--- src/rtl/seg7_pkg.sv ---
// seg7_pkg: shared types and constants for the seg7 scan driver.
// Segment codes are active-low, ordered a..g from bit 6 down to bit 0.
package seg7_pkg;

  typedef enum logic [1:0] {
    IDLE,
    ON,
    GAP
  } scan_state_t;

  localparam logic [6:0] SEG_OFF = 7'b1111111;

  localparam logic [6:0] HEX_SEG [16] = '{
    7'b0000001, 7'b1001111, 7'b0010010, 7'b0000110,
    7'b1001100, 7'b0100100, 7'b0100000, 7'b0001111,
    7'b0000000, 7'b0000100, 7'b0001000, 7'b1100000,
    7'b0110001, 7'b1000010, 7'b0110000, 7'b0111000
  };

endpackage

--- src/rtl/seg7_hex.sv ---
// seg7_hex: combinational hex nibble to active-low segment decoder.
// Covers the full 0-F range.
module seg7_hex (
  input  logic [3:0] hex,
  output logic [6:0] seg
);
  import seg7_pkg::*;

  assign seg = HEX_SEG[hex];

endmodule

--- src/rtl/seg7_scan.sv ---
// seg7_scan: time-multiplexed common-anode 7-segment driver.
// New values take effect only at frame boundaries.
module seg7_scan #(
  parameter int NDIG = 8,
  parameter int DIV  = 50000,
  parameter int GAP  = 2
) (
  input  logic              clk,
  input  logic              rst,
  input  logic              off,
  input  logic              in_valid,
  output logic              in_ready,
  input  logic [4*NDIG-1:0] in_data,
  input  logic [NDIG-1:0]   in_blank,
  output logic [6:0]        seg,
  output logic [NDIG-1:0]   an
);
  import seg7_pkg::*;

  localparam int DW = (NDIG > 1) ? $clog2(NDIG) : 1;
  localparam int CW = (DIV > 1) ? $clog2(DIV) : 1;
  localparam int GW = (GAP > 1) ? $clog2(GAP) : 1;

  scan_state_t      state, state_n;
  logic [DW-1:0]    digit, digit_n;
  logic [CW-1:0]    cnt, cnt_n;
  logic [GW-1:0]    gcnt, gcnt_n;
  logic             pending, pending_n;
  logic [4*NDIG-1:0] act_data, act_data_n;
  logic [4*NDIG-1:0] pnd_data, pnd_data_n;
  logic [NDIG-1:0]  act_blank, act_blank_n;
  logic [NDIG-1:0]  pnd_blank, pnd_blank_n;
  logic             xfer, adv, lit;
  logic [3:0]       nib;
  logic [6:0]       hseg, seg_n;
  logic [NDIG-1:0]  an_n;

  assign in_ready = ~off & ~pending;
  assign xfer     = in_valid & in_ready;

  seg7_hex u_hex (
    .hex (nib),
    .seg (hseg)
  );

  // Next-state, pending handoff and next registered outputs.
  always_comb begin
    state_n     = state;
    digit_n     = digit;
    cnt_n       = cnt;
    gcnt_n      = gcnt;
    pending_n   = pending;
    act_data_n  = act_data;
    act_blank_n = act_blank;
    pnd_data_n  = pnd_data;
    pnd_blank_n = pnd_blank;
    adv         = 1'b0;
    if (off) begin
      state_n   = IDLE;
      digit_n   = '0;
      cnt_n     = '0;
      gcnt_n    = '0;
      pending_n = 1'b0;
    end else begin
      unique case (state)
        IDLE: begin
          if (xfer) begin
            act_data_n  = in_data;
            act_blank_n = in_blank;
            state_n     = ON;
            digit_n     = '0;
            cnt_n       = '0;
          end
        end
        ON: begin
          if (cnt == CW'(DIV - 1)) begin
            cnt_n = '0;
            if (GAP > 0) begin
              state_n = seg7_pkg::GAP;
              gcnt_n  = '0;
            end else begin
              adv = 1'b1;
            end
          end else begin
            cnt_n = cnt + CW'(1);
          end
        end
        seg7_pkg::GAP: begin
          if (gcnt == GW'(GAP - 1)) begin
            gcnt_n  = '0;
            state_n = ON;
            adv     = 1'b1;
          end else begin
            gcnt_n = gcnt + GW'(1);
          end
        end
        default: state_n = IDLE;
      endcase
      if (adv) begin
        if (digit == DW'(NDIG - 1)) begin
          digit_n = '0;
          if (pending) begin
            act_data_n  = pnd_data;
            act_blank_n = pnd_blank;
          end
          pending_n = 1'b0;
        end else begin
          digit_n = digit + DW'(1);
        end
      end
      if (xfer && state != IDLE) begin
        pnd_data_n  = in_data;
        pnd_blank_n = in_blank;
        pending_n   = 1'b1;
      end
    end
    nib   = act_data_n[{digit_n, 2'b00} +: 4];
    lit   = (state_n == ON) && !act_blank_n[digit_n];
    an_n  = lit ? ~(NDIG'(1) << digit_n) : '1;
    seg_n = lit ? hseg : SEG_OFF;
  end

  // State, data and output registers.
  always_ff @(posedge clk or posedge rst) begin
    if (rst) begin
      state     <= IDLE;
      digit     <= '0;
      cnt       <= '0;
      gcnt      <= '0;
      pending   <= 1'b0;
      act_data  <= '0;
      act_blank <= '1;
      pnd_data  <= '0;
      pnd_blank <= '1;
      an        <= '1;
      seg       <= SEG_OFF;
    end else begin
      state     <= state_n;
      digit     <= digit_n;
      cnt       <= cnt_n;
      gcnt      <= gcnt_n;
      pending   <= pending_n;
      act_data  <= act_data_n;
      act_blank <= act_blank_n;
      pnd_data  <= pnd_data_n;
      pnd_blank <= pnd_blank_n;
      an        <= an_n;
      seg       <= seg_n;
    end
  end

endmodule

--- config.mk ---
export PLATFORM = sky130hd
export DESIGN_NAME = seg7_scan
export DESIGN_NICKNAME = d
export VERILOG_FILES = /design/src/rtl/seg7_pkg.sv /design/src/rtl/seg7_hex.sv /design/src/rtl/seg7_scan.sv
export SDC_FILE = /design/constraint.sdc
export NUM_CORES = 1
export LEC_CHECK = 0
export ABC_AREA = 1
export BUFFER_PORTS_ARGS = -buffer_cell sky130_fd_sc_hd__buf_4
export CAP_MARGIN = 20
export CELL_PAD_IN_SITES_DETAIL_PLACEMENT = 0
export CELL_PAD_IN_SITES_GLOBAL_PLACEMENT = 2
export CORE_MARGIN = 5
export CORE_UTILIZATION = 35
export DETAILED_ROUTE_END_ITERATION = 7
export GPL_TIMING_DRIVEN = 1
export HOLD_SLACK_MARGIN = 0.15
export PLACE_DENSITY = 0.89
export RECOVER_POWER = 50
export SLEW_MARGIN = 15
export SYNTH_ARGS = -nofsm -noshare
export SYNTH_HDL_FRONTEND = slang
export SYNTH_SLANG_ARGS = --single-unit
export TNS_END_PERCENT = 20
--- constraint.sdc ---
create_clock -name clk -period 3.65 [get_ports clk]
set_input_delay 0.1825 -clock clk [delete_from_list [all_inputs] [get_ports clk]]
set_output_delay 0.1825 -clock clk [all_outputs]
set_load 0.05 [all_outputs]
After elaboration in Yosys (flattened, before gate mapping)
Memory sizes are Yosys's and may differ from the RTL's.
Index checks and enable logic that the tools add are counted.
{"block": "word_totals", "regBits": 118, "romBits": 112, "in_bits": 44, "out_inout_bits": 16, "elab_cells": 88, "n_memories": 1}
{"block": "classes", "add_sub_neg": 3, "order_cmp": 2, "n_eq_ne": 7, "n_shift": 2, "muxes": 43, "n_bitwise": 6, "n_reduce_logical": 13}
{"name": "(name not given)", "depth": 16, "word_bits": 7, "read_ports": 1, "rd_clocked_by_memory_dff": 0, "wr": 0, "line": "seg7_hex.sv:9", "source": "assign seg = HEX_SEG[hex];"}
{"operator": "32-bit two-way mux", "n": 6}
{"operator": "8-bit two-way mux", "n": 7}
{"operator": "16-bit two-way mux", "n": 3}
{"operator": "16-bit case mux with 2 select lines", "n": 1}
{"operator": "32-bit by 6-bit indexed part select with 4-bit output", "n": 1}
{"operator": "7-bit two-way mux", "n": 3}
{"operator": "16-bit by 1-bit adder with 16-bit output, second input constant", "n": 1}
{"operator": "16-bit equality test, second input constant", "n": 1}
{"operator": "3-bit two-way mux", "n": 5}
{"operator": "3-bit nonzero test", "n": 4}
{"operator": "1-bit two-way mux", "n": 11}
{"operator": "2-bit two-way mux", "n": 4}
{"operator": "8-bit NOT", "n": 1}
{"operator": "2-bit AND reduction", "n": 4}
{"operator": "1-bit by 3-bit << shifter with 8-bit output, first input constant", "n": 1}
{"operator": "3-bit != test, second input constant", "n": 2}
{"operator": "2-bit case mux with 3 select lines", "n": 1}
{"operator": "5-bit >= comparator, second input constant", "n": 1}
{"operator": "4-bit NOT with 5-bit output", "n": 1}
{"operator": "2-bit by 1-bit equality test with 1-bit output, second input constant", "n": 2}
{"operator": "3-bit by 4-bit < comparator with 1-bit output, second input constant", "n": 1}
{"operator": "3-bit by 1-bit adder with 3-bit output, second input constant", "n": 1}
{"operator": "1-bit binary-select mux with 3-bit select", "n": 1}
{"operator": "3-bit equality test, second input constant", "n": 1}
{"operator": "other kinds (9)", "n": 12}

Depth between registers and ports, before layout
{"block": "depth", "word_depth": 15, "mapped_depth": 21, "mapped_depth_nobuf": 20}

Cells and area by module
A second synthesis with hierarchy kept.
{"block": "unflattened", "hier_cells": 746, "area_unflattened_um2": 6313.6}
{"mod": "seg7_scan", "n_inst": 1, "cells_per_inst": 697, "area_each_um2": 6039.5, "seq_area_each_um2": 2991.6}
{"mod": "seg7_hex", "n_inst": 1, "cells_per_inst": 49, "area_each_um2": 274.0, "seq_area_each_um2": 0.0}

Worst setup path before layout
No wires, ideal clock.
{"block": "synth_timing", "path_type": "reg-to-reg", "start": "register pending", "end": "register seg[6]", "setup_ns": 0.083, "t_arrival_ns": 2.491, "t_required_ns": 3.567, "path_slack_ns": 1.076, "path_stages_with_launch": 18, "n_path_buf": 2, "synth_period_minus_slack_ns": 2.574, "path_cell_list": "dfrtp_1 nor2_4 nand3_4 buf_6 buf_6 o21ai_0 nand3_1 nand2_1 nor2_1 nor2_1 nand3_1 nand2_1 inv_2 ha_1 inv_1 nand3_1 nand3_1 nand3_1"}
{"block": "synth_via", "elab_chain_cells": 15, "elab_cells_between_ends": 33, "cone_classes": "1 x eq/ne; 1 x shift; 24 x mux; 4 x bitwise; 2 x reduce/logical; 1 x memory"}
{"item": "start, declared", "line": "seg7_scan.sv:28", "source": "logic pending, pending_n;"}
{"item": "start signal, assigned", "line": "seg7_scan.sv:142", "source": "pending <= pending_n;"}
{"item": "1-bit NOT (*)", "line": "seg7_scan.sv:38", "source": "assign in_ready = ~off & ~pending;"}
{"item": "1-bit AND (*)", "line": "seg7_scan.sv:38"}
{"item": "named net in_ready", "line": "seg7_scan.sv:12", "source": "output logic in_ready,"}
{"item": "1-bit AND (*)", "line": "seg7_scan.sv:39", "source": "assign xfer = in_valid & in_ready;"}
{"item": "32-bit two-way mux", "line": "seg7_scan.sv:67", "source": "if (xfer) begin"}
{"item": "32-bit two-way mux", "line": "seg7_scan.sv:65", "source": "unique case (state)"}
{"item": "32-bit two-way mux", "line": "seg7_scan.sv:102", "source": "if (pending) begin"}
{"item": "32-bit two-way mux", "line": "seg7_scan.sv:100", "source": "if (digit == DW'(NDIG - 1)) begin"}
{"item": "32-bit two-way mux", "line": "seg7_scan.sv:99", "source": "if (adv) begin"}
{"item": "32-bit two-way mux", "line": "seg7_scan.sv:58", "source": "if (off) begin"}
{"item": "32-bit by 6-bit indexed part select with 4-bit output", "line": "seg7_scan.sv:117", "source": "nib = act_data_n[{digit_n, 2'b00} +: 4];"}
{"item": "4-bit NOT with 5-bit output (implied by the code)", "line": "seg7_hex.sv:9"}
{"item": "memory 16 x 7 bit"}
{"item": "7-bit two-way mux (implied by the code) (2 in series)", "line": "seg7_hex.sv:9"}
{"item": "7-bit two-way mux (*)", "line": "seg7_scan.sv:120", "source": "seg_n = lit ? hseg : SEG_OFF;"}
{"item": "named net seg_n[6]", "line": "seg7_scan.sv:35", "source": "logic [6:0] hseg, seg_n;"}
{"item": "end signal, assigned", "line": "seg7_scan.sv:148", "source": "seg <= seg_n;"}
{"item": "end, declared", "line": "seg7_scan.sv:15", "source": "output logic [6:0] seg,"}
The timed path passes the listed nets; every way through them passes the cells marked *. The select of a mux whose other input is x is not followed.
A chain may end at the register's enable or synchronous reset.

Final worst setup path
{"block": "layout_timing", "start": "register digit[0]", "end": "register seg[1]"}
{"block": "layout_via", "elab_chain_cells": 10, "elab_cells_between_ends": 23, "cone_classes": "1 x add/sub; 1 x eq/ne; 1 x shift; 16 x mux; 1 x bitwise; 2 x reduce/logical; 1 x memory"}
{"item": "start, declared", "line": "seg7_scan.sv:25", "source": "logic [DW-1:0] digit, digit_n;"}
{"item": "start signal, assigned", "line": "seg7_scan.sv:139", "source": "digit <= digit_n;"}
{"item": "3-bit by 1-bit adder with 3-bit output, or another cell as far along", "line": "seg7_scan.sv:108", "source": "digit_n = digit + DW'(1);"}
{"item": "3-bit two-way mux, or another cell as far along", "line": "seg7_scan.sv:100"}
{"item": "3-bit two-way mux or 32-bit two-way mux (tied branches)", "line": "seg7_scan.sv:99"}
{"item": "3-bit two-way mux or 32-bit two-way mux (tied branches)", "line": "seg7_scan.sv:58"}
{"item": "32-bit by 6-bit indexed part select with 4-bit output", "line": "seg7_scan.sv:117"}
{"item": "4-bit NOT with 5-bit output (implied by the code)", "line": "seg7_hex.sv:9"}
{"item": "memory 16 x 7 bit"}
{"item": "7-bit two-way mux (implied by the code) (2 in series)", "line": "seg7_hex.sv:9"}
{"item": "7-bit two-way mux (*)", "line": "seg7_scan.sv:120"}
{"item": "named net seg_n[1]", "line": "seg7_scan.sv:35"}
Marked as above.

==> flow_summary.ini <==
[run_status]
status = finished with violations
violations = max-capacitance violations, max-slew violations

[clock_network]
post_cts_resized = 0
clk_path_buf_depth = 2
holdBufCountCts = 42
clock_latency_ps = 420
htreeDepth = 4
cts_setup_buffers = 0
cts_inserted_buffers = 17
cts_root_buf = clkbuf_16
clock_sinks = 118
cts_tree = built
clkSlewWorstSetupHoldPaths_ps = 60

[timing]
drv_slew = 57
finalCritPeriodShare_pct = 83.66
rsz0062_at_grt = false
hold_viol = 0
hold_ws_ps = 275.7
worst_slew_pin_slew_ps = 2187
tns_ps = 0
setup_viol = 0
slew_headroom_pct = -45.93
fin_skew_ps = 12.53
fin_crit_ps = 3053
setup_ws_ps = 596.5
fmax_mhz = 327.5

[synthesis]
synth_top_cell_area_share_pct = 35.25
synthFlopType = dfrtp_1
ys_ff_latch = 118
synth_area_leaders = dfrtp_1 (35%), dfstp_2 (13%), nand2_1 (11%), inv_1 (6.7%), nand3_1 (5.9%)
synth_area_sq_um = 6176
synth_fp_nets = 819
ys_types = 39
async_reset_ff_share_pct = 100.0
avgSynthCellArea_sq_um = 8.063
syn_inst = 766
synth_area_leader_cell = dfrtp_1
ys_seq_area_share_pct = 48.44
yosys_warnings = 0
synth_edf_count = 0

[floorplan]
coreArea_sq_um = 17300
rows = 48
dieArea_sq_um = 20400
die_h_um = 142.8
ios = 60
start_util_pct = 35.71
die_w_um = 142.8

[detailed_routing]
num_vias = 5107
wl_per_cell_um = 13.77
viasPerCell = 4.609
drcViolationCount = 0
drt_iter0_markers = 235
totalWireLength_um = 15250
antenna_left = 0
firstDrtPassIters = 4

[final_layout]
final_cell_mix = nand2_1 (180), inv_1 (111), dfrtp_1 (87), nor2_1 (76), nand3_1 (72)
fin_nets = 923
drive_gt1_share_pct = 20.16
final_common_cell = nand2_1
final_area_sq_um = 7784
syn2layout_area_growth_pct = 26.03
antenna_cells = 0

[placed_design]
placed_area_sq_um = 6839
place_congestion = 0.7919
post-place-ws_ps = 599.5
port_buffers = 59
hpwl_um = 10270

[worst_setup_path]
path_depth = 15
cp_cell_sequence = ha_1, ha_1, nand4_2, buf_4, a21oi_1, or2_2, nand3_1, nand3_1, nand2_1, inv_1, ha_1, nand3_1, nand2_1, nand2_1, nand3_1
crit_buf_inv = 2
endpoint = seg[1]$_DFF_PP1_
critical-path-top-delay-family = simple AND/OR/NAND/NOR gates
arrival_ps = 3380
cp_max_fo = 48
r2r_start = digit[0]$_DFF_PP0_
cp_slowest_cell = dfrtp_1
reg2reg_depth = 15
cpPeakStageDelay_ps = 410
crit_top_cell = nand3_1
crit_start = digit[0]$_DFF_PP0_
timing.rr.end = seg[1]$_DFF_PP1_
start_kind = flip-flop
worstSetupEndpointType = flip-flop
critPathKind = reg2reg
required_ps = 3970
reg2reg_slack_ps = 600

[min_path]
hold_class = in2reg
min_from = in_valid

[grt]
grt_overflow = 0
grt_pass1_wl_um = 25960
grt_max_degree = 57
antenna_found_initial = 0
grt_pass1_vias = 5115
grt_usage_pct = 16.04

[power_and_ir_drop]
p_leak_nw = 3.818
vdd_drop_max_v = 0.0003663
p_per_area_nw_per_um2 = 521.2

[run]
maxCapViolations = 1
-- power by group --
part | switching [mW] | total (mW) | internal [mW]
Sequential | 0.0945 | 1.69 | 1.60
Clock | 0.639 | 1.67 | 1.03
Combinational | 0.405 | 0.699 | 0.294
Total | 1.14 | 4.06 | 2.92
-- cell usage after synthesis, types with 3 or more instances --
cell,count
a21oi_1,24
o21ai_1,4
nor3_1,10
nand4_1,7
a31oi_1,3
nand3_2,3
nor2_1,77
o21ai_0,49
buf_6,5
inv_2,5
o211ai_1,6
dfrtp_1,87
mux2_2,28
buf_2,11
dfstp_2,31
nand2_2,4
nor2_2,6
inv_1,111
clkbuf_1,9
nand2_1,180
ha_1,9
nand3_1,73
-- per-stage QoR --
stage               instances  power [mW]  utilization, %
floorplan                 766       2.203               -
global placement         1034       2.376           39.54
detailed placement       1034       2.389           39.54
CTS                      1108       4.115           45.37
global route             1108       4.307           45.00
finish                   1108       4.057           45.00
-- worst reg2reg max path, cell delays in order, from the launching register on --
cell and delay (ps):
dfrtp_1 410, ha_1 220, ha_1 230, nand4_2 110, buf_4 410, a21oi_1 270, or2_2 350, nand3_1 70
nand3_1 80, nand2_1 190, inv_1 110, ha_1 200, nand3_1 120, nand2_1 70, nand2_1 50, nand3_1 70
-- worst min-delay path by stage --
stage,slack (ps),cells past startpoint,end
final,280,6,act_data[6]$_DFF_PP0_
after global routing,300,6,act_data[26]$_DFF_PP0_
after CTS,260,6,act_data[6]$_DFF_PP0_
after detailed placement,360,2,pnd_data[22]$_DFFE_PP0P_
after global placement,360,2,pnd_data[22]$_DFFE_PP0P_
after floorplan,310,2,pnd_blank[0]$_DFFE_PP1P_
-- registers in the layout (all words and copies together), names as in the netlist --
name	flops
act_blank	8
act_data	32
an	8
cnt	16
digit	3
gcnt	1
pending	1
pnd_blank	8
pnd_data	32
seg	7
state	2
-- final cells by class --
cell class	instances	area, sq um
fill	1761	9513
sequential	118	2992
multi-input combinational	502	2584
timing repair buffer	114	899.6
clock buffer	18	439.2
inverter	117	439.2
tap	225	281.5
clock inverter	14	148.9
-- cells by family after synthesis --
kind of cell | Yosys count | synth area share, %
XOR/XNOR | 1 | 0.1418
multiplexers | 28 | 5.105
flip-flops | 118 | 48.44
AND/OR/NAND/NOR | 372 | 26.62
adder cells (fa/ha/maj) | 9 | 1.823
buffers and inverters | 146 | 9.846
AO/OA/AOI/OAI | 92 | 8.023
-- per-layer routing --
metal	vias to the layer above	wire length, um	GRT usage [%]
met5	-	0	0
met4	0	97	3.852
met3	6	526	4.253
met2	61	7208	25.54
met1	2385	7422	21.93
li1	2655	-	-
(Power assumes the default switching activity.)
